===== config.mk =====
export PLATFORM = sky130hd
export DESIGN_NAME = fifo_same_clock_levels
export DESIGN_NICKNAME = d
export VERILOG_FILES = /design/src/rtl/ram_sdp_same_clock.sv /design/src/rtl/fifo_same_clock_levels.sv
export SDC_FILE = /design/constraint.sdc
export NUM_CORES = 1
export LEC_CHECK = 0
export ABC_AREA = 1
export CAP_MARGIN = 20
export CORE_MARGIN = 4
export CORE_UTILIZATION = 54
export DETAILED_ROUTE_END_ITERATION = 6
export PLACE_DENSITY = 0.8
export SETUP_SLACK_MARGIN = 0.4
export SYNTH_ARGS = -nofsm -noshare
export SYNTH_HDL_FRONTEND = slang
export SYNTH_SLANG_ARGS = --single-unit

===== constraint.sdc =====
create_clock -name clk -period 2 [get_ports clk]
set_input_delay 0.4 -clock clk [delete_from_list [all_inputs] [get_ports clk]]
set_output_delay 0.4 -clock clk [all_outputs]
set_load 0.1 [all_outputs]

===== src/rtl/ram_sdp_same_clock.sv =====
// ram_sdp_same_clock
//   Simple dual-port storage array with one clock, no reset on the contents.
//   It has one write port. The read port is registered: rd_data takes
//   mem[rd_addr] at an edge where rd_en=1 and holds its value otherwise.
// Ports:
//   clk      clock, positive edge
//   wr_en    write strobe
//   wr_addr  write address
//   wr_data  write data
//   rd_en    read strobe (loads the read register)
//   rd_addr  read address
//   rd_data  registered read data
module ram_sdp_same_clock #(
    parameter int DATA_WIDTH = 16,
    parameter int ADDR_WIDTH = 4
) (
    input  logic                  clk,
    input  logic                  wr_en,
    input  logic [ADDR_WIDTH-1:0] wr_addr,
    input  logic [DATA_WIDTH-1:0] wr_data,
    input  logic                  rd_en,
    input  logic [ADDR_WIDTH-1:0] rd_addr,
    output logic [DATA_WIDTH-1:0] rd_data
);

    logic [DATA_WIDTH-1:0] mem [0:(1<<ADDR_WIDTH)-1];

    always_ff @(posedge clk) begin
        if (wr_en) begin
            mem[wr_addr] <= wr_data;
        end
    end

    always_ff @(posedge clk) begin
        if (rd_en) begin
            rd_data <= mem[rd_addr];
        end
    end

endmodule


===== src/rtl/fifo_same_clock_levels.sv =====
// fifo_same_clock_levels
//   Single-clock first-word-fall-through FIFO. It provides a fill level,
//   full / almost-full / almost-empty decodes, and sticky overflow and
//   underflow flags. The registered read port of the storage RAM doubles as
//   the output register.
// Ports:
//   clk           clock, positive edge
//   rst           synchronous reset, active high
//   we            write request
//   re            read request, acknowledges the current data_out word
//   data_in       write data
//   data_out      head word, valid while nempty=1
//   nempty        data_out holds a valid word
//   full          fill == capacity
//   almost_full   fill >= AFULL_LEVEL
//   almost_empty  fill <= AEMPTY_LEVEL
//   fill          words accepted and not yet read
//   over          sticky: write attempted while full
//   under         sticky: read attempted while nempty=0
//   clr_err       clears over and under
module fifo_same_clock_levels #(
    parameter int DATA_WIDTH   = 16,
    parameter int DATA_DEPTH   = 4,
    parameter int AFULL_LEVEL  = 12,
    parameter int AEMPTY_LEVEL = 2
) (
    input  logic                  clk,
    input  logic                  rst,
    input  logic                  we,
    input  logic                  re,
    input  logic [DATA_WIDTH-1:0] data_in,
    output logic [DATA_WIDTH-1:0] data_out,
    output logic                  nempty,
    output logic                  full,
    output logic                  almost_full,
    output logic                  almost_empty,
    output logic [DATA_DEPTH:0]   fill,
    output logic                  over,
    output logic                  under,
    input  logic                  clr_err
);

    localparam int                CAP      = 1 << DATA_DEPTH;
    localparam logic [DATA_DEPTH:0] CAP_F    = (DATA_DEPTH+1)'(CAP);
    localparam logic [DATA_DEPTH:0] AFULL_F  = (DATA_DEPTH+1)'(AFULL_LEVEL);
    localparam logic [DATA_DEPTH:0] AEMPTY_F = (DATA_DEPTH+1)'(AEMPTY_LEVEL);
    localparam logic [DATA_DEPTH:0] ONE_F    = (DATA_DEPTH+1)'(1);

    // Pointers carry one extra wrap bit so that wptr != rptr means
    // "RAM holds words not yet fetched into the read register".
    logic [DATA_DEPTH:0] wptr;
    logic [DATA_DEPTH:0] rptr;
    logic                head_vld_p1;   // read register holds an unread word
    logic                wr_acc;
    logic                rd_acc;
    logic                fetch;

    assign full         = (fill == CAP_F);
    assign almost_full  = (fill >= AFULL_F);
    assign almost_empty = (fill <= AEMPTY_F);

    assign wr_acc = we && !full && !rst;
    assign rd_acc = re && nempty && !rst;
    // Fetch whenever the read register is free or is being consumed. Words
    // written at this same edge are not yet visible through wptr, so the read
    // address never collides with the write address.
    assign fetch  = (wptr != rptr) && (!head_vld_p1 || rd_acc) && !rst;

    ram_sdp_same_clock #(
        .DATA_WIDTH (DATA_WIDTH),
        .ADDR_WIDTH (DATA_DEPTH)
    ) u_ram (
        .clk     (clk),
        .wr_en   (wr_acc),
        .wr_addr (wptr[DATA_DEPTH-1:0]),
        .wr_data (data_in),
        .rd_en   (fetch),
        .rd_addr (rptr[DATA_DEPTH-1:0]),
        .rd_data (data_out)
    );

    // p1: read register loaded; presentation: nempty follows one edge later
    // for a word arriving into an idle output. A word replacing a consumed
    // head is presented at once, so streaming has no bubbles.
    always_ff @(posedge clk) begin
        if (rst) begin
            wptr        <= '0;
            rptr        <= '0;
            fill        <= '0;
            head_vld_p1 <= 1'b0;
            nempty      <= 1'b0;
            over        <= 1'b0;
            under       <= 1'b0;
        end else begin
            if (wr_acc) begin
                wptr <= wptr + ONE_F;
            end
            if (fetch) begin
                rptr <= rptr + ONE_F;
            end

            if (wr_acc && !rd_acc) begin
                fill <= fill + ONE_F;
            end else if (rd_acc && !wr_acc) begin
                fill <= fill - ONE_F;
            end

            if (fetch) begin
                head_vld_p1 <= 1'b1;
            end else if (rd_acc) begin
                head_vld_p1 <= 1'b0;
            end

            nempty <= rd_acc ? fetch : head_vld_p1;

            // A new error event wins over a simultaneous clear.
            over  <= (we && full)    || (over  && !clr_err);
            under <= (re && !nempty) || (under && !clr_err);
        end
    end

endmodule


==> impl_metrics.toml, run 1 <==
[synthesis]
synthTopCellsByArea = "edfxtp_1, nor2_1, o21ai_0"
syn_inst = 926
syn-num-nets = 957
synth_top_area_share = 0.7022
ys_ff_latch = 291
ys_seq_area_frac = 0.7349
synth_area_um2 = 11630
avgSynthCellArea_um2 = 12.56
synth_cell_types = 31
synth_top_cell_by_area = "edfxtp_1"
ys_warn_count = 0

[global_route]
grt_pass1_wl_um = 58770
antenna_found_initial = 1
overflow = 0
grt_pass1_vias = 9367
grt.total_usage = 0.3322
grt_max_degree = 40

[setup_path]
endpoint_kind = "flop"
reg2reg_to = "fill[2]"
critPathMaxStageDelay_ps = 430
reg2reg_slack_ps = -70
crit_end = "fill[2]"
worstPathRequired_ps = 2460
worst-r2r-cell-count = 11
cp.arrival_ps = 2530
crit_path_cell_trace = "nor2_4 > nand4_1 > nand2_2 > nor2_4 > buf_6 > ha_4 > fa_2 > buf_6 > xnor2_2 > o21ai_1 > inv_1"
cpMaxStageDelayCell = "fa_2"
startpoint = "fill[1]"
r2r-start = "fill[1]"
start_kind = "flop"
critical_path_class = "flop to flop"
path_max_fanout = 3

[floorplan]
dieArea_um2 = 23950
core_area_um2 = 21090
fp.dieH_um = 154.8
initial_core_util = 0.5516
row_count = 53
pin_count = 48
die_w_um = 154.8

[clock_network]
clock_latency_ps = 560
h-tree-depth = 1
cts_tree = "done"
cts-root-buf = "clkbuf_16"
cts_buffer_depth = 3
clkTransAtPathRegs_ps = 70
cts.sinks = 291
cts_made_buffers = 28
cts_hold_buf = 0

[sta]
fin_ws_ps = -70.60
period_share = 1.035
fmax_mhz = 483.0
tightest_slew_ps = 797.4
min_period_ps = 2071
setup_viol = 28
slew_violations = 0
slew_headroom = 0.4667
clock_skew_ps = 12.03
whs_ps = 447.9
rsz0062_at_grt = "true"
setup-tns-final_ps = -831.7
finalHoldViolCount = 0

[detailed_routing]
vias_per_cell = 6.877
drtAntennaViolNets = 0
vias = 9600
avgRoutedWirePerCell_um = 30.93
drt_wl_total_um = 43180
dr.pass1.iters = 6
drc = 0
drt_iter0_drc = 1746

[pwr]
p_comb_frac = 0.262
switchingPower_w = 0.005352
peakVddDrop_v = 0.0008083
p_clk_frac = 0.341
power.density_nw_per_um2 = 1068
swShare = 0.3073
seq_power_share = 0.398
power.internal_w = 0.01206
power.static_leakage_nw = 5.720

[finish]
instances_no_fill = 1396
drive_above_1_share = 0.3473
final_common_cell = "edfxtp_1"
fillers = 985
fin_nets = 1129
most-common-layout-cells = "edfxtp_1, nor2_1, buf_4, nand2_1, o21ai_0"
syn_to_final_growth_pct = 40.22

[min_path]
holdCritPathClass = "input pin to flop"

[place]
portBuffers = 47
place.gp.congestion = 0.8667
place_inst = 1267
place_hpwl_um = 18220

[status]
violations = "setup timing"
status = "finished with violations"

[job]
maxCapViolations = 0
-- timing repair --
item	CTS	global route
gates resized for setup	189	145
pin swaps	55	72
setup buffers	37	13
endpoints found under the setup margin	308	316
gates cloned	26	0
-- metal layers --
metal / GRT usage / share of wire / vias up
met3: 0.08338 / 0.15 / 314
met2: 0.5227 / 0.45 / 1068
met5: 0 / 0 / -
li1: - / - / 3730
met1: 0.4084 / 0.31 / 4488
met4: 0.2216 / 0.085 / 0
-- synthesized netlist by cell type --
cell       number
a2111oi_0       1
fa_1            1
a21oi_2         3
clkinv_1        2
nor3_1          1
buf_1           3
nand2_1        74
o22ai_1        33
inv_2           4
o211ai_1       33
o21ai_1         2
xnor2_1         2
nand2_4         1
edfxtp_1      272
nor2_2          2
buf_4           7
inv_1          24
a21oi_1        16
clkbuf_1       23
nand3_2         1
nand2_2         3
dfxtp_1        19
o21ai_0       136
nor2_1        188
nand3_1        41
buf_6           3
xor2_1          5
nand4_1         1
clkbuf_2        2
ha_1            9
buf_2          14
-- worst min-delay path by stage --
| stage | start | endpoint | slack, ps | depth (start not counted) |
|---|---|---|---|---|
| after floorplan | rptr[4] | rptr[4] | 460 | 2 |
| after global placement | under | under | 450 | 2 |
| after detailed placement | over | over | 460 | 2 |
| after CTS | re | under | 450 | 3 |
| after global routing | re | under | 460 | 3 |
| final | re | under | 450 | 3 |
-- cells by family (layout without fill, tap and decap cells) --
kind of cell,count (synthesis),after routing,share of synthesized area
and+or+nand+nor,312,312,0.1077
DFF,291,291,0.7349
AOI/OAI and AO/OA,224,224,0.1083
buffers and inverters,82,276,0.03238
adders and majority gates,10,10,0.01140
xor gates and xnor gates,7,7,0.005271
other,0,1,0
-- per-stage QoR --
step                        util  worst slack (ps)  total power [W]  cell area (um2)
final                     0.7734            -70.60          0.01742            16310
after global placement    0.6197            -205.3         0.009788            13070
after floorplan                -            -95.19         0.008898            11790
after global routing      0.7733            -198.0          0.01776            16310
after CTS                 0.7467             11.52          0.01658            15750
after detailed placement  0.6202            -236.1         0.009857            13080
-- final cells by class --
type                    count  area (um2)  area share
repair buffers            194        2704      0.1658
diodes                      1       2.502   0.0001534
clock buffers              29       725.7     0.04450
clock inverters            23       284.0     0.01741
flip-flops and latches    291        8576      0.5258
well taps                 275       344.1     0.02110
multi-input cells         553        3531      0.2165
inverters                  30       142.6    0.008746
-- sequential cells by signal, summed over array words and instances, names as in the netlist --
| register | flops |
|---|---|
| u_ram.mem | 256 |
| rptr | 5 |
| u_ram.rd_data | 16 |
| wptr | 5 |
| fill | 5 |
| nempty | 1 |
| under | 1 |
| head_vld_p1 | 1 |
| over | 1 |
-- power groups by stage --
stage | combinational (W) | sequential (W) | clock (W)
3_5_place_dp | 0.00282 | 0.00704 | 0
4_1_cts | 0.00392 | 0.00691 | 0.00575
6_report | 0.00456 | 0.00692 | 0.00594
5_1_grt | 0.00464 | 0.00693 | 0.00619
2_1_floorplan | 0.00133 | 0.00756 | 0
3_3_place_gp | 0.00275 | 0.00703 | 0
-- worst max-delay path, delay by kind of cell, from the launching register on --
kind	cells	cell delay, ps
AO/OA/AOI/OAI	1	130
XOR/XNOR	1	120
adder cells (fa/ha/maj)	2	600
buffers and inverters	3	300
flip-flops	1	360
AND/OR/NAND/NOR	4	460
(Power assumes the default switching activity.)
==> run 2: changes to the inputs <==
Settings changed: SKIP_CTS_REPAIR_TIMING from default to 1.
==> run 2 against run 1 <==
  * The run now ends clean
  * Sequential power is essentially flat
  * Clock power shrank 3%
  * Final cell count fell by 5.3%
  * Cell area decreased by 11%
  * Sequential share of layout area increased by 6.4 points
  * Clock skew up 4.1 ps
  * Non-clock buffer count fell by 73
  * Combinational power down 32%
  * Sequential cell count unchanged
  * First-iteration DRC count fell by 34%
  * Register-to-register slack improved by 170 ps
  * Critical path type is now flop to output pin
  * Largest power group unchanged
  * Highest routed layer unchanged
==> impl_metrics.toml, run 2 (same netlist as run 1, synthesis figures left out) <==
[status]
status = "complete, no violations"

[setup_path]
reg2reg_to = "fill[4]"
r2r-start = "fill[3]"
worst-r2r-cell-count = 13
critPathMaxStageDelay_ps = 350
critical_path_class = "flop to output pin"
worstPathRequired_ps = 1600
reg2reg_slack_ps = 100
path_max_fanout = 5
cpMaxStageDelayCell = "dfxtp_4"
crit_path_cell_trace = "buf_6 > a2111oi_4 > buf_12"
critPathTopFamily = "flip-flops"
path_buf_inv = 2
endpoint_kind = "output pin"
cp.arrival_ps = 1580
start_kind = "flop"

[sta]
tightest_slew_ps = 718.5
slew_headroom = 0.5195
period_share = 0.9898
fin_ws_ps = 20.32
finalHoldViolCount = 0
rsz0062_at_grt = "true"
setup-tns-final_ps = 0
whs_ps = 457.6
setup_viol = 0
clock_skew_ps = 16.17
min_period_ps = 1980
slew_violations = 0
fmax_mhz = 505.1

[detailed_routing]
routed.top_layer = "met4"
drc = 0
drt_iter0_drc = 1145
avgRoutedWirePerCell_um = 23.26
vias = 8147
vias_per_cell = 6.163
wl_met1_um = 10960
dr.pass1.iters = 6
wl_met2_um = 15550
drt_wl_total_um = 30750
drtAntennaViolNets = 0
wl_met3_um = 2915

[floorplan]
row_count = 53
pin_count = 48
fp.dieH_um = 154.8
core_area_um2 = 21090
die_w_um = 154.8
dieArea_um2 = 23950
initial_core_util = 0.5516

[global_route]
overflow = 0
grt_pass1_vias = 7908
grt_max_degree = 80
grt.total_usage = 0.2449
grt_pass1_wl_um = 44670
antenna_found_initial = 0

[clock_network]
h-tree-depth = 1
cts_tree = "done"
cts.sinks = 291
cts-root-buf = "clkbuf_16"
cts_buffer_depth = 3
clkTransAtPathRegs_ps = 70
cts_made_buffers = 28
clock_latency_ps = 550

[min_path]
holdCritPathClass = "input pin to flop"
holdPathEnd = "under"
hp-start = "re"
hold_depth = 3

[job]
maxCapViolations = 0

[pwr]
p_clk_frac = 0.364
p_comb_frac = 0.197
seq_power_share = 0.439
power.internal_w = 0.01130
peakVddDrop_v = 0.0007997
p_total_w = 0.01575
switchingPower_w = 0.004446
power.density_nw_per_um2 = 1083
power.static_leakage_nw = 4.991
swShare = 0.2823

[finish]
fillers = 1314
num_antenna_cells = 0
fin_util = 0.6896
reg_top3 = "u_ram.mem (256), u_ram.rd_data (16)"
largest_reg_flops = 256
fin_nets = 1056
most-common-layout-cells = "edfxtp_1, nor2_1, o21ai_0, nand2_1, buf_4"
syn_to_final_growth_pct = 25.02
largest-register = "u_ram.mem"
drive_above_1_share = 0.2245
final_common_cell = "edfxtp_1"

[place]
pre_cts_slack_ps = -236.1
portBuffers = 47
place_hpwl_um = 18220
place.gp.congestion = 0.8667
-- run 2: cell count changes in the layout (fill, tap and decap cells not counted), moves of 4 or more --
cell,change
nand3_1,+7
o21ai_2,-26
buf_4,-14
bufbuf_16,-4
nor2_4,-22
buf_16,-21
buf_6,-18
o21ai_1,-19
nor2_2,-14
nor2_1,+36
buf_12,-16
o21ai_0,+48
nand3_2,-5
-- run 2: worst max-delay path by stage --
stage	startpoint	to	slack [ps]	depth (start not counted)
floorplan	fill[1]	almost_empty	-100	1
global placement	re	fill[3]	-210	12
detailed placement	we	u_ram.mem[1][0]	-240	7
CTS	fill[1]	almost_empty	-80	3
global route	fill[0]	fill[4]	-60	13
finish	fill[1]	almost_empty	20	3
-- run 2: layer usage --
layer / vias up / GRT usage
li1: 3564 / -
met2: 555 / 0.4143
met4: 0 / 0.1135
met3: 99 / 0.03358
met5: - / 0
met1: 3929 / 0.3165
-- run 2: worst register-to-register path, delay by kind of cell, from the launching register on --
family                   cells  cell delay (ps)
flip-flops                   1              380
adder cells (fa/ha/maj)      2              460
AND/OR/NAND/NOR              6              570
buffers and inverters        2              100
AO/OA/AOI/OAI                3              320
-- run 2: power by group through the flow --
| stage | Clock, W | Sequential [W] | Combinational (W) |
|---|---|---|---|
| detailed placement | 0 | 0.00704 | 0.00282 |
| finish | 0.00574 | 0.00691 | 0.00310 |
| floorplan | 0 | 0.00756 | 0.00133 |
| global placement | 0 | 0.00703 | 0.00275 |
| CTS | 0.00575 | 0.00691 | 0.00285 |
| global route | 0.00603 | 0.00692 | 0.00328 |
-- run 2: per-stage QoR --
stage               area, um2  instances
global placement        13070       1266
global route            14540       1322
detailed placement      13080       1267
finish                  14540       1322
CTS                     14090       1319
floorplan               11790        926
-- run 2: area by class of cell --
cell class	count	area [um2]	area share
sequential	291	8576	0.5897
multi-input combinational	553	3109	0.2138
timing repair buffer	121	1378	0.09473
clock buffer	29	725.7	0.04991
tap	275	344.1	0.02366
clock inverter	23	284.0	0.01953
inverter	30	125.1	0.008604
